**config.mk**
```make
export PLATFORM = sky130hd
export DESIGN_NAME = vx_commit_arbiter
export DESIGN_NICKNAME = d
export VERILOG_FILES = /design/src/rtl/vx_commit_arbiter.sv
export SDC_FILE = /design/constraint.sdc
export NUM_CORES = 1
export LEC_CHECK = 0
export ABC_CLOCK_PERIOD_IN_PS = 4800
export BUFFER_PORTS_ARGS = -buffer_cell sky130_fd_sc_hd__buf_2
export CAP_MARGIN = 30
export CELL_PAD_IN_SITES_DETAIL_PLACEMENT = 0
export CELL_PAD_IN_SITES_GLOBAL_PLACEMENT = 1
export CORE_MARGIN = 2
export CORE_UTILIZATION = 40
export CTS_BUF_LIST = sky130_fd_sc_hd__clkbuf_8
export CTS_CLUSTER_SIZE = 25
export DETAILED_ROUTE_END_ITERATION = 10
export GPL_TIMING_DRIVEN = 0
export PLACE_DENSITY = 0.86
export RECOVER_POWER = 25
export SLEW_MARGIN = 15
export SYNTH_ARGS = -nofsm -noshare
export SYNTH_HDL_FRONTEND = slang
export SYNTH_SLANG_ARGS = --single-unit
```
**constraint.sdc**
```tcl
create_clock -name clk -period 4.8 [get_ports clk]
set_input_delay 0 -clock clk [delete_from_list [all_inputs] [get_ports clk]]
set_output_delay 0 -clock clk [all_outputs]
set_load 0.1 [all_outputs]
```
**src/rtl/vx_commit_arbiter.sv**
```systemverilog
// vx_commit_arbiter: fixed-priority commit-lane arbiter with starvation override,
// multi-beat grant lock and a 2-entry output buffer that decouples ready_in from ready_out.

// Per-input wait counter: counts consecutive cycles an input is valid but unserved.
module vx_commit_arbiter_wait #(
  parameter int MAX_WAIT = 15,
  parameter int WAIT_W   = $clog2(MAX_WAIT + 1)
) (
  input  logic clk,
  input  logic reset,
  input  logic i_valid,
  input  logic i_fire,
  output logic o_sat
);
  logic [WAIT_W-1:0] r_cnt;

  // Clear on service or idle; otherwise count up, saturating at the bound
  always_ff @(posedge clk or negedge reset) begin
    if (!reset)                        r_cnt <= '0;
    else if (i_fire || !i_valid)       r_cnt <= '0;
    else if (r_cnt != WAIT_W'(MAX_WAIT)) r_cnt <= r_cnt + 1'b1;
  end

  assign o_sat = (r_cnt == WAIT_W'(MAX_WAIT));
endmodule

module vx_commit_arbiter #(
  parameter int NUM_INPUTS = 4,
  parameter int DATAW      = 64,
  parameter int MAX_WAIT   = 15,
  parameter int SEL_W      = $clog2(NUM_INPUTS),
  parameter int WAIT_W     = $clog2(MAX_WAIT + 1)
) (
  input  logic                                 clk,
  input  logic                                 reset,
  input  logic [NUM_INPUTS-1:0]                i_valid_in,
  input  logic [NUM_INPUTS-1:0][DATAW-1:0]     i_data_in,
  input  logic [NUM_INPUTS-1:0]                i_eop_in,
  output logic [NUM_INPUTS-1:0]                o_ready_in,
  output logic                                 o_valid_out,
  output logic [DATAW-1:0]                     o_data_out,
  output logic                                 o_eop_out,
  output logic [SEL_W-1:0]                     o_sel_out,
  input  logic                                 i_ready_out,
  output logic [31:0]                          o_starved_grants
);
  if (MAX_WAIT < 1)   begin : g_bad_wait $error("MAX_WAIT must be >= 1");   end
  if (NUM_INPUTS < 2) begin : g_bad_num  $error("NUM_INPUTS must be >= 2"); end

  typedef struct packed {
    logic [DATAW-1:0] data;
    logic             eop;
    logic [SEL_W-1:0] sel;
  } ent_t;

  ent_t                  r_mem [0:1];
  logic                  r_wp, r_rp;
  logic [1:0]            r_cnt;
  logic                  r_locked;
  logic [SEL_W-1:0]      r_lock_idx;
  logic [31:0]           r_starved;

  logic [NUM_INPUTS-1:0] w_sat;
  logic [SEL_W-1:0]      w_sel;
  logic                  w_starve;
  logic                  w_full, w_fire, w_pop;
  ent_t                  w_ent;

  // One wait counter per input
  for (genvar g = 0; g < NUM_INPUTS; g++) begin : g_wait
    vx_commit_arbiter_wait #(.MAX_WAIT(MAX_WAIT), .WAIT_W(WAIT_W)) u_wait (
      .clk    (clk),
      .reset  (reset),
      .i_valid(i_valid_in[g]),
      .i_fire (w_fire && (w_sel == SEL_W'(g))),
      .o_sat  (w_sat[g])
    );
  end

  // Selection: lock holds the lane; else starved inputs first; else fixed priority
  always_comb begin
    w_sel    = '0;
    w_starve = 1'b0;
    if (r_locked) begin
      w_sel = r_lock_idx;
    end else begin
      for (int i = NUM_INPUTS-1; i >= 0; i--)
        if (i_valid_in[i] && w_sat[i]) begin
          w_sel    = SEL_W'(i);
          w_starve = 1'b1;
        end
      if (!w_starve)
        for (int i = NUM_INPUTS-1; i >= 0; i--)
          if (i_valid_in[i]) w_sel = SEL_W'(i);
    end
  end

  assign w_full = (r_cnt == 2'd2);
  assign w_pop  = o_valid_out && i_ready_out;

  // Grant: one-hot on the selected input when the buffer has room
  always_comb begin
    o_ready_in = '0;
    if (!w_full && reset) o_ready_in[w_sel] = 1'b1;
  end

  assign w_fire = i_valid_in[w_sel] && o_ready_in[w_sel];
  assign w_ent  = '{data: i_data_in[w_sel], eop: i_eop_in[w_sel], sel: w_sel};

  // Output buffer: 2-entry ring, full derived from registered count only
  always_ff @(posedge clk or negedge reset) begin
    if (!reset) begin
      r_mem[0] <= '0;
      r_mem[1] <= '0;
      r_wp     <= 1'b0;
      r_rp     <= 1'b0;
      r_cnt    <= '0;
    end else begin
      if (w_fire) begin
        r_mem[r_wp] <= w_ent;
        r_wp        <= ~r_wp;
      end
      if (w_pop) r_rp <= ~r_rp;
      case ({w_fire, w_pop})
        2'b10:   r_cnt <= r_cnt + 1'b1;
        2'b01:   r_cnt <= r_cnt - 1'b1;
        default: r_cnt <= r_cnt;
      endcase
    end
  end

  // Packet lock and starvation-grant counter, both advanced on fire
  always_ff @(posedge clk or negedge reset) begin
    if (!reset) begin
      r_locked   <= 1'b0;
      r_lock_idx <= '0;
      r_starved  <= '0;
    end else if (w_fire) begin
      r_locked   <= !i_eop_in[w_sel];
      r_lock_idx <= w_sel;
      if (w_starve) r_starved <= r_starved + 32'd1;
    end
  end

  assign o_valid_out      = (r_cnt != 2'd0);
  assign o_data_out       = r_mem[r_rp].data;
  assign o_eop_out        = r_mem[r_rp].eop;
  assign o_sel_out        = r_mem[r_rp].sel;
  assign o_starved_grants = r_starved;
endmodule

```
==> results_dict.tcl <==
set metrics [dict create \
    status "finished, violations left" \
    violations "max-capacitance violations, max-slew violations" \
    count_of_yosys_warnings_during_synthesis 0 \
    r2r_start "g_wait[0].u_wait.r_cnt[0]$_DFFE_PN0P_" \
    cts_inserted_buffers 17 \
    core-area_um2 25330 \
    cts_tree "built" \
    syn_avg_cell_area_um2 10.34 \
    fin_nets 1686 \
    hold_ws_ns 0.01925 \
    dp_cells 1705 \
    rsz0062_at_grt "false" \
    clock_latency_ns 0.46 \
    route.detailed.wl_per_inst_um 18.79 \
    first_iter_violations 692 \
    grt_antenna_before_repair 0 \
    cts_num_sinks 189 \
    critical_path.max_stage_delay_ns 0.65 \
    dp_hpwl_um 25220 \
    cp_slowest_cell "clkbuf_1" \
    fin_area_um2 13290 \
    areaGrowthSynthToFinish_pct 28.23 \
    drc_errors 0 \
    ys_types 49 \
    reg_to_reg_slack_setup_ns 1.06 \
    timing.final.crit_share_pct 79.69 \
    tightest_slew_ns 3.393 \
    power.share.switching_pct 58.17 \
    worstPathCellList "ha_1, a41o_1, or3_4, o21ai_4, clkbuf_1, nand2_1, nor2_1, buf_2" \
    most_area_consuming_cells_after_synthesis "dfrtp_1 (46%), mux2_2 (13%), mux2_1 (8.4%)" \
    worst_setup_hold_path_clk_slew_ns 0.11 \
    final_cell_count_no_fill 1756 \
    worstPathRequired_ns 4.80 \
    min_delay_worst_endpoint "r_mem[130]$_DFFE_PN0P_" \
    finalSetupViolCount 0 \
    synthesis.instances 1002 \
    timing.critical_path.buf_inv 2 \
    worst_r2r_endpoint "r_mem[7]$_DFFE_PN0P_" \
    holdCritStartpoint "i_data_in[188]" \
    top_achievable_clock_speed_ghz 0.2614 \
    cp_top_family "buffers and inverters" \
    synth-seq-cells 189 \
    ios 371 \
    power.internal_w 0.004503 \
    clock_skew_ns 0.01253 \
    floorplan.die_area_um2 27210 \
    timing_max_transition_violations_final 60 \
    maximum_buffer_depth_of_the_clock_tree 2 \
    pwr-share-comb_pct 66.4 \
    port_buffers 370 \
    synth-main-ff-cell "dfrtp_1" \
    crit_fanout 10 \
    synth_edf_count 0 \
    worstRegToRegCells 9 \
    mappedNetlistArea_um2 10360 \
    cts-htree-levels 4 \
    startpoint_type_of_the_worst_setup_path "register" \
    placed_area_um2 12710 \
    drv.max_cap_violation_count 1 \
    postRouteWirelength_um 32990 \
    hold_path_class "in -> reg" \
    routabilityCongestion 0.8502 \
    cellLeakagePower_nw 6.247 \
    pwr-share-seq_pct 23.5 \
    vias 9294 \
    cts_repair_resize_count 0 \
    final_period_minus_worst_setup_slack_ns 3.825 \
    overflow 0 \
    synth_fp_nets 1275 \
    die_width_um 165.0 \
    hold-path-cell-count 4 \
    synth-async-reset-ratio_pct 100.0 \
    netlist.area_leader.share_pct 45.64 \
    synth_most_common_cell "dfrtp_1" \
    critical_path.endpoint_type "primary output" \
    detail-route-antenna-nets 0 \
    slew-limit-headroom_pct -126.2 \
    rows 58 \
    synth_seq_area_share_pct 45.64 \
    power.share.clock_pct 10.1 \
    p_sw_w 0.006263 \
    synth_commonest_cells "dfrtp_1 (189), nand2_1 (157), a21oi_1 (133)" \
    criticalPathCategory "reg -> out" \
    irDropWorstVdd_mv 0.4475 \
    dr.pass1.iters 5 \
    initial_utilization_pct 40.92 \
    holdBufCountCts 19 \
    pin_count_of_the_biggest_net_entering_global_routing 77 \
    die_h_um 165.0 \
    vias_per_cell 5.293 \
    powerDensity_nw_per_um2 810.1 \
    synth.largest_area_cell "dfrtp_1" \
    grt_pass1_vias 8990 \
    grt_use_total_pct 23.63 \
    post-cts-setup-buffers 0 \
    cts.root.buffer_cell "clkbuf_8" \
    timing.critical_path.arrival_ns 3.83 \
    drive_gt1_share_pct 39.90 \
    grt_pass1_wl_um 48960 \
    antenna_cells_inserted 0 \
    final-hold-violation-count 0 \
]
## per-layer routing
layer | global-route usage [%] | vias up | wire [um]
met1 | 30.04 | 4532 | 14170
met3 | 3.516 | 38 | 1820
li1 | - | 4404 | -
met5 | 0 | - | 0
met2 | 41.88 | 320 | 16380
met4 | 6.482 | 0 | 618
## worst min-delay path, stage by stage
cell     delay (ns)
buf_2          0.08
nand2_1        0.04
a22oi_1        0.17
mux2_1         0.16
## stage by stage
stage | util, % | setup TNS, ns | total power [W] | worst slack [ns]
after global placement | 49.86 | -58.01 | 0.009602 | -0.9862
after global routing | 52.47 | 0 | 0.01128 | 0.4531
final | 52.47 | 0 | 0.01077 | 0.9749
after floorplan | - | 0 | 0.008234 | 1.592
after CTS | 52.56 | 0 | 0.01084 | 0.8393
after detailed placement | 50.19 | 0 | 0.009727 | 0.9569
## state kept, by name, indices dropped and copies added (netlist names)
signal / count
g_wait.u_wait.r_cnt: 16
r_lock_idx: 2
r_cnt: 2
r_wp: 1
r_rp: 1
o_starved_grants: 32
r_locked: 1
r_mem: 134
## final cells by class
cell class | count | area [um2]
Clock inverter | 15 | 177.7
Fill cell | 2357 | 12040
Inverter | 6 | 22.52
Tap cell | 330 | 412.9
Buffer | 69 | 355.3
Timing Repair Buffer | 392 | 2095
Multi-Input combinational cell | 738 | 5263
Sequential cell | 189 | 4730
Clock buffer | 17 | 234.0
## logic make-up after synthesis
kind of cell | after synthesis | synth area share [%]
compound gates | 230 | 13.45
xor+xnor | 39 | 3.296
fa+ha+maj | 6 | 0.7244
buf+inv | 75 | 3.646
flops | 189 | 45.64
mux | 205 | 22.23
simple gates | 258 | 11.02
## power by group through the flow
| stage | Sequential, W | Clock, W | Combinational, W |
|---|---|---|---|
| 2_1_floorplan | 0.00246 | 0 | 0.00577 |
| 3_3_place_gp | 0.00251 | 0 | 0.00709 |
| 3_5_place_dp | 0.00256 | 0 | 0.00717 |
| 4_1_cts | 0.00252 | 0.00112 | 0.00720 |
| 5_1_grt | 0.00261 | 0.00117 | 0.00750 |
| 6_report | 0.00253 | 0.00109 | 0.00715 |
## worst max path at each step
stage / end / start / slack (ns) / cells past startpoint
detailed placement: r_mem[7]$_DFFE_PN0P_ / g_wait[0].u_wait.r_cnt[0]$_DFFE_PN0P_ / 0.96 / 9
floorplan: o_ready_in[2] / g_wait[0].u_wait.r_cnt[0]$_DFFE_PN0P_ / 1.59 / 7
global placement: o_starved_grants[26]$_DFFE_PN0P_ / reset / -0.99 / 6
global route: r_mem[11]$_DFFE_PN0P_ / reset / 0.45 / 3
finish: o_ready_in[3] / g_wait[0].u_wait.r_cnt[0]$_DFFE_PN0P_ / 0.97 / 8
CTS: o_ready_in[3] / g_wait[0].u_wait.r_cnt[0]$_DFFE_PN0P_ / 0.84 / 8
## cell usage in the layout, fill, tap and decap left out, types with 2 or more instances in the layout
cell,synthesis,routed
ha_1,6,6
xnor2_1,25,25
nand3_1,17,17
clkbuf_8,0,17
mux2_1,77,77
mux2i_1,4,4
nand2_1,157,157
and4_1,6,6
nor3_1,9,9
inv_6,0,5
buf_2,23,392
and3_1,12,12
a31oi_1,4,4
clkinv_8,0,3
nand2b_1,2,2
o21a_1,2,2
nor3b_1,5,5
o21ai_0,11,11
a21boi_0,2,2
buf_1,7,7
a21oi_2,2,2
a22oi_1,65,65
clkbuf_1,29,30
clkinv_4,0,2
inv_8,0,3
nor2_1,31,31
a21oi_1,133,133
dlygate4sd3_1,0,19
buf_6,8,9
buf_4,2,2
nand4_1,9,9
xor2_1,14,14
dfrtp_1,189,189
inv_1,6,7
mux2_2,124,124
No activity file was read; power rests on OpenSTA's default activity.
